`src/rtl/conv2_seq_pkg.sv`:
```
// Shared definitions for the conv2 feature-map sequencer.
// Holds the FSM state encoding and the per-channel pixel and window
// counts, both as default constants and as functions so that a
// parameterised instance can derive its own values.
package conv2_seq_pkg;

    typedef enum logic [2:0] {
        S_IDLE   = 3'd0,
        S_CLEAR  = 3'd1,
        S_STREAM = 3'd2,
        S_DRAIN  = 3'd3,
        S_NEXT   = 3'd4,
        S_DONE   = 3'd5
    } conv_state_t;

    localparam int DEF_WIDTH  = 13;
    localparam int DEF_HEIGHT = 13;
    localparam int WCNT_W     = 16;   // window counter width

    // Pixels read per channel.
    function automatic int pix_per_ch(input int w, input int h);
        return w * h;
    endfunction

    // 3x3 valid windows produced per channel.
    function automatic int win_per_ch(input int w, input int h);
        return (w - 2) * (h - 2);
    endfunction

    localparam int PIX_PER_CH = pix_per_ch(DEF_WIDTH, DEF_HEIGHT);
    localparam int WIN_PER_CH = win_per_ch(DEF_WIDTH, DEF_HEIGHT);

endpackage

```
`src/rtl/conv2_seq_win_cnt.sv`:
```
// Output-window coordinate tracker.
// Ports:
//   clk, rst_n   clock, synchronous active-low reset
//   clr          return to window (0,0) and zero the count
//   inc          one window accepted this cycle
//   row, col     coordinates of the window currently presented
//   cnt          windows accepted since the last clear
module conv_win_cnt
    import conv2_seq_pkg::*;
#(
    parameter int WIDTH  = DEF_WIDTH,
    parameter int HEIGHT = DEF_HEIGHT
) (
    input  logic              clk,
    input  logic              rst_n,
    input  logic              clr,
    input  logic              inc,
    output logic [7:0]        row,
    output logic [7:0]        col,
    output logic [WCNT_W-1:0] cnt
);

    localparam logic [7:0] COL_LAST = 8'(WIDTH - 3);
    localparam logic [7:0] ROW_LAST = 8'(HEIGHT - 3);

    always_ff @(posedge clk) begin
        if (!rst_n || clr) begin
            row <= '0;
            col <= '0;
            cnt <= '0;
        end else if (inc) begin
            cnt <= cnt + 1'b1;
            if (col == COL_LAST) begin
                col <= '0;
                row <= (row == ROW_LAST) ? 8'd0 : row + 8'd1;
            end else begin
                col <= col + 8'd1;
            end
        end
    end

endmodule

```
`src/rtl/conv2_seq.sv`:
```
// Multi-channel feature-map sequencer for a 3x3 convolution.
// For each channel it clears the line buffer, streams WIDTH*HEIGHT
// pixels out of the feature-map RAM into it, qualifies the window
// strobes coming back, and steps to the next channel once all windows
// of the channel have been seen.
// Ports:
//   clk, rst_n        clock, synchronous active-low reset
//   start             run request (IDLE only)
//   stall             downstream hold, blocks new RAM reads
//   busy, done        run in progress / end-of-run pulse
//   mem_en, mem_addr  RAM read port; mem_rdata returns one cycle later
//   buf_rst_n         line-buffer clear (low one cycle per channel)
//   buf_valid_in      pixel strobe, buf_pixel pixel to the line buffer
//   buf_valid_out     window strobe from the line buffer
//   win_valid         qualified window strobe, with win_row/col/ch
//   ch_done           pulse after the last window of a channel
module conv2_seq
    import conv2_seq_pkg::*;
#(
    parameter int WIDTH  = DEF_WIDTH,
    parameter int HEIGHT = DEF_HEIGHT,
    parameter int NUM_CH = 6,
    parameter int ADDR_W = 11
) (
    input  logic              clk,
    input  logic              rst_n,
    input  logic              start,
    input  logic              stall,
    output logic              busy,
    output logic              done,
    output logic              mem_en,
    output logic [ADDR_W-1:0] mem_addr,
    input  logic [7:0]        mem_rdata,
    output logic              buf_rst_n,
    output logic              buf_valid_in,
    output logic [7:0]        buf_pixel,
    input  logic              buf_valid_out,
    output logic              win_valid,
    output logic [7:0]        win_row,
    output logic [7:0]        win_col,
    output logic [7:0]        win_ch,
    output logic              ch_done
);

    localparam int                PIX      = pix_per_ch(WIDTH, HEIGHT);
    localparam logic [ADDR_W-1:0] PIX_A    = ADDR_W'(PIX);
    localparam logic [ADDR_W-1:0] PIX_LAST = ADDR_W'(PIX - 1);
    localparam logic [WCNT_W-1:0] WIN_C    = WCNT_W'(win_per_ch(WIDTH, HEIGHT));
    localparam logic [7:0]        CH_LAST  = 8'(NUM_CH - 1);

    conv_state_t       state, state_nx;
    logic [ADDR_W-1:0] pix;
    logic [ADDR_W-1:0] ch_base;   // ch*PIX kept as a running sum
    logic [7:0]        ch;
    logic [WCNT_W-1:0] win_cnt;

    // State register
    always_ff @(posedge clk) begin
        if (!rst_n) state <= S_IDLE;
        else        state <= state_nx;
    end

    // Next-state logic
    always_comb begin
        state_nx = state;
        unique case (state)
            S_IDLE:   if (start) state_nx = S_CLEAR;
            S_CLEAR:  state_nx = S_STREAM;
            S_STREAM: if (!stall && pix == PIX_LAST) state_nx = S_DRAIN;
            // Last pixel lands in the buffer after STREAM, so the final
            // windows always arrive here.
            S_DRAIN:  if (win_cnt == WIN_C) state_nx = S_NEXT;
            S_NEXT:   state_nx = (ch != CH_LAST) ? S_CLEAR : S_DONE;
            S_DONE:   state_nx = S_IDLE;
            default:  state_nx = S_IDLE;
        endcase
    end

    // Outputs decoded from state
    always_comb begin
        busy      = (state != S_IDLE);
        done      = (state == S_DONE);
        ch_done   = (state == S_NEXT);
        mem_en    = (state == S_STREAM) && !stall;
        win_valid = buf_valid_out && (state == S_STREAM || state == S_DRAIN);
    end

    // Datapath: pixel / channel counters and line-buffer strobes
    always_ff @(posedge clk) begin
        if (!rst_n) begin
            pix          <= '0;
            ch           <= '0;
            ch_base      <= '0;
            buf_valid_in <= 1'b0;
            buf_rst_n    <= 1'b0;
        end else begin
            // Follows mem_en unconditionally, so a read issued just
            // before a stall is still delivered.
            buf_valid_in <= mem_en;
            // Registered from next state so it lines up with CLEAR.
            buf_rst_n    <= (state_nx != S_CLEAR);
            unique case (state)
                S_CLEAR:  pix <= '0;
                // Holds at the last pixel; CLEAR rewinds it.
                S_STREAM: if (!stall && pix != PIX_LAST) pix <= pix + 1'b1;
                S_NEXT: begin
                    if (ch != CH_LAST) begin
                        ch      <= ch + 8'd1;
                        ch_base <= ch_base + PIX_A;
                    end
                end
                S_DONE: begin
                    pix     <= '0;
                    ch      <= '0;
                    ch_base <= '0;
                end
                default: ;
            endcase
        end
    end

    assign mem_addr  = ch_base + pix;
    assign buf_pixel = mem_rdata;
    assign win_ch    = ch;

    conv_win_cnt #(
        .WIDTH  (WIDTH),
        .HEIGHT (HEIGHT)
    ) u_win_cnt (
        .clk   (clk),
        .rst_n (rst_n),
        .clr   (state == S_CLEAR),
        .inc   (win_valid),
        .row   (win_row),
        .col   (win_col),
        .cnt   (win_cnt)
    );

endmodule

```
`config.mk`:
```
export PLATFORM = sky130hd
export DESIGN_NAME = conv2_seq
export DESIGN_NICKNAME = d
export VERILOG_FILES = /design/src/rtl/conv2_seq_pkg.sv /design/src/rtl/conv2_seq_win_cnt.sv /design/src/rtl/conv2_seq.sv
export SDC_FILE = /design/constraint.sdc
export NUM_CORES = 1
export LEC_CHECK = 0
export ABC_AREA = 1
export ABC_CLOCK_PERIOD_IN_PS = 2350
export CAP_MARGIN = 20
export CELL_PAD_IN_SITES_DETAIL_PLACEMENT = 2
export CELL_PAD_IN_SITES_GLOBAL_PLACEMENT = 2
export CORE_ASPECT_RATIO = 1.1
export CORE_UTILIZATION = 30
export DETAILED_ROUTE_END_ITERATION = 10
export HOLD_SLACK_MARGIN = 0.02
export PLACE_DENSITY_LB_ADDON = 0.1
export SETUP_SLACK_MARGIN = 0.1
export SLEW_MARGIN = 30
export SYNTH_ARGS = -nofsm -noshare
export SYNTH_HDL_FRONTEND = slang
export SYNTH_SLANG_ARGS = --single-unit
```
`constraint.sdc`:
```
create_clock -name clk -period 2.35 [get_ports clk]
set_clock_uncertainty 0.2 [all_clocks]
set_input_delay 0.47 -clock clk [delete_from_list [all_inputs] [get_ports clk]]
set_output_delay 0.47 -clock clk [all_outputs]
set_load 0.01 [all_outputs]
```
==> results.sh <==
export IMPL_path_buf_inv=3
export IMPL_ys_seq_area_frac=0.323
export IMPL_synth_top_cell_area_share=0.323
export IMPL_fin_total_pwr_uw=2890
export IMPL_synth_ff_type="dfxtp_1"
export IMPL_pre_cts_ws_ps=-465
export IMPL_overflow=0
export IMPL_synth_top_area_cell="dfxtp_1"
export IMPL_yosysWarnings=0
export IMPL_violations="negative setup slack"
export IMPL_die_y_um=125
export IMPL_grt_pass1_vias=5081
export IMPL_synth_area_um2=4160
export IMPL_synth_edf_count=0
export IMPL_clockRootBuffer="clkbuf_16"
export IMPL_synth_async_reset_ratio=0
export IMPL_die_w_um=114
export IMPL_crit_fanout=3
export IMPL_fmax_ghz=0.380
export IMPL_grt_max_degree=17
export IMPL_hold_viol_final=0
export IMPL_holdBufCountCts=0
export IMPL_yosysUniqueCellTypes=38
export IMPL_clockBufferDepth=2
export IMPL_finalNetCount=757
export IMPL_crit_type="reg2out"
export IMPL_numPortBuffers=46
export IMPL_insertedDiodeCount=0
export IMPL_grt_pass1_wl_mm=25.6
export IMPL_cpMaxStageDelayCell="fa_2"
export IMPL_dieArea_um2=14300
export IMPL_setup_viol=9
export IMPL_p_per_area_nw_per_um2=506
export IMPL_boundaryPins=63
export IMPL_timing_max_slew_rel_slack=0.657
export IMPL_core_um2=13400
export IMPL_fin_crit_ps=2630
export IMPL_num_vias=4538
export IMPL_min_path_type="reg2reg"
export IMPL_drc=0
export IMPL_start_util=0.311
export IMPL_setup_ws_ps=-279
export IMPL_cts_buffers=9
export IMPL_wirelength_mm=16.0
export IMPL_post_dp_hpwl_mm=11.5
export IMPL_final_cell_mix="nand2_1, inv_1, nor2_1"
export IMPL_r2r_start="pix[0]"
export IMPL_peakVddDrop_uv=284
export IMPL_power_leakage_uw=0.00240
export IMPL_critPathRequiredTime_ps=1680
export IMPL_antenna_found_initial=0
export IMPL_synthTopCellsByArea="dfxtp_1, nand2_1, inv_1"
export IMPL_clk_pin_slew_ps=50
export IMPL_endpoint_kind="primary output"
export IMPL_drv_slew=0
export IMPL_status="complete, but fails checks"
export IMPL_worstSetupStartpoint="ch_base[0]"
export IMPL_wl_per_cell_um=17.5
export IMPL_final_common_cell="nand2_1"
export IMPL_arrival_ps=1960
export IMPL_worst_pin_slew_ps=511
export IMPL_syn_num_nets=662
export IMPL_critPathLaunchType="flip-flop"
export IMPL_drtPass1Iterations=4
export IMPL_cp_top_family="adder cells"
export IMPL_min_period_over_period=1.12
export IMPL_maxCapViolations=0
export IMPL_cts_tree="yes"
export IMPL_cts_sinks=67
export IMPL_drive_gt1_frac=0.219
export IMPL_place_congestion=0.843
export IMPL_cp_cell_sequence="ha_4 -> inv_4 -> fa_2 -> o21ai_4 -> buf_4 -> a21oi_2 -> xor2_1 -> buf_2"
export IMPL_rows=44
export IMPL_ant_nets=0
export IMPL_drtIter0Drc=147
export IMPL_syn_inst=627
export IMPL_clk_latency_ps=330
export IMPL_grt_setup_unrepaired="true"
export IMPL_synthToLayoutAreaGrowth_pct=37.5
export IMPL_min_from="u_win_cnt.cnt[15]"
export IMPL_via_per_inst=4.98
export IMPL_slowest_delay_ps=390
export IMPL_grt_use_total=0.230
export IMPL_ys_ff_latch=67
export IMPL_syn_area_per_cell_um2=6.63
export IMPL_htree_levels=3
==> per-layer routing <==
| layer | global-route usage | vias up | wire length (um) |
|---|---|---|---|
| met1 | 0.243 | 2230 | 6360 |
| li1 | - | 2207 | - |
| met3 | 0.0397 | 32 | 428 |
| met5 | 0 | - | 0 |
| met4 | 0.0909 | 0 | 524 |
| met2 | 0.442 | 69 | 8680 |
==> final cells by class <==
cell class,count,area (um^2)
clock inverters,5,100
fillers,1592,7660
multi-input cells,449,2590
flip-flops and latches,67,1370
well taps,184,230
repair buffers,100,826
clock buffers,11,243
inverters,95,359
==> worst min-delay path, cell delays in order, from the launching register on <==
cell     delay [ps]
dfxtp_1         310
nand2_1          60
a21oi_1          50
==> cell families after synthesis <==
family | synth area share
AO/OA/AOI/OAI | 0.108
XOR/XNOR | 0.0253
adder cells (fa/ha/maj) | 0.0680
buffers and inverters | 0.114
flip-flops | 0.323
AND/OR/NAND/NOR | 0.362
==> power by group <==
| part | internal [uW] | leakage (uW) | switching (uW) | total, uW |
|---|---|---|---|---|
| combinational | 58.9 | 0.00168 | 94.5 | 153 |
| clock | 1060 | 0.000169 | 523 | 1590 |
| sequential | 1140 | 0.000549 | 11.4 | 1150 |
| total | 2260 | 0.00240 | 629 | 2890 |
==> path summary, 6_finish.rpt <==
| kind | depth (start not counted) | slack [ps] | endpoint |
|---|---|---|---|
| worst min register to register | 2 | 270 | u_win_cnt.cnt[15] |
| worst max-delay path | 8 | -280 | mem_addr[6] |
| worst max register to register | 10 | 260 | pix[1] |
| worst min-delay path | 2 | 270 | u_win_cnt.cnt[15] |
==> registers in the layout, indices dropped and copies added, names as in the netlist <==
| register | cells |
|---|---|
| buf_rst_n | 1 |
| buf_valid_in | 1 |
| ch_base | 11 |
| pix | 11 |
| state | 3 |
| u_win_cnt.cnt | 16 |
| u_win_cnt.col | 8 |
| u_win_cnt.row | 8 |
| win_ch | 8 |
==> what timing repair did <==
action / CTS / global route
resized for setup: 96 / 24
endpoints found under the setup margin: 14 / 18
pin swaps: 18 / 20
setup buffers: 6 / 4
==> Yosys cell counts (2+ instances only) <==
library cell  number
o21ai_2            2
xor2_1            10
o21a_1             2
inv_2              8
nor3b_1            5
dfxtp_1           67
buf_4             10
nor2_1            83
o21ai_1            2
buf_6              2
nand2_1          133
a21oi_2            2
nand2_2            5
nor3_1            21
o21ai_0           29
nand3_1           47
a21oi_1           42
ha_1              21
nand3b_1           2
or2_0              2
nor2_4             3
nand4_1           19
nor2_2             3
nand3_2            3
xnor2_1            2
buf_2              3
a31oi_1            2
inv_1             87
==> metrics by stage <==
step / instance area, um^2 / instances / TNS [ps] / hold WS [ps] / util
global route: 5720 / 911 / -1810 / 307 / 0.427
CTS: 5630 / 909 / -1210 / 275 / 0.421
finish: 5720 / 911 / -1310 / 269 / 0.427
floorplan: 4160 / 627 / 0 / 239 / -
detailed placement: 5080 / 887 / -3230 / 266 / 0.380
global placement: 5080 / 887 / -2330 / 250 / 0.380
(Power assumes the default switching activity.)
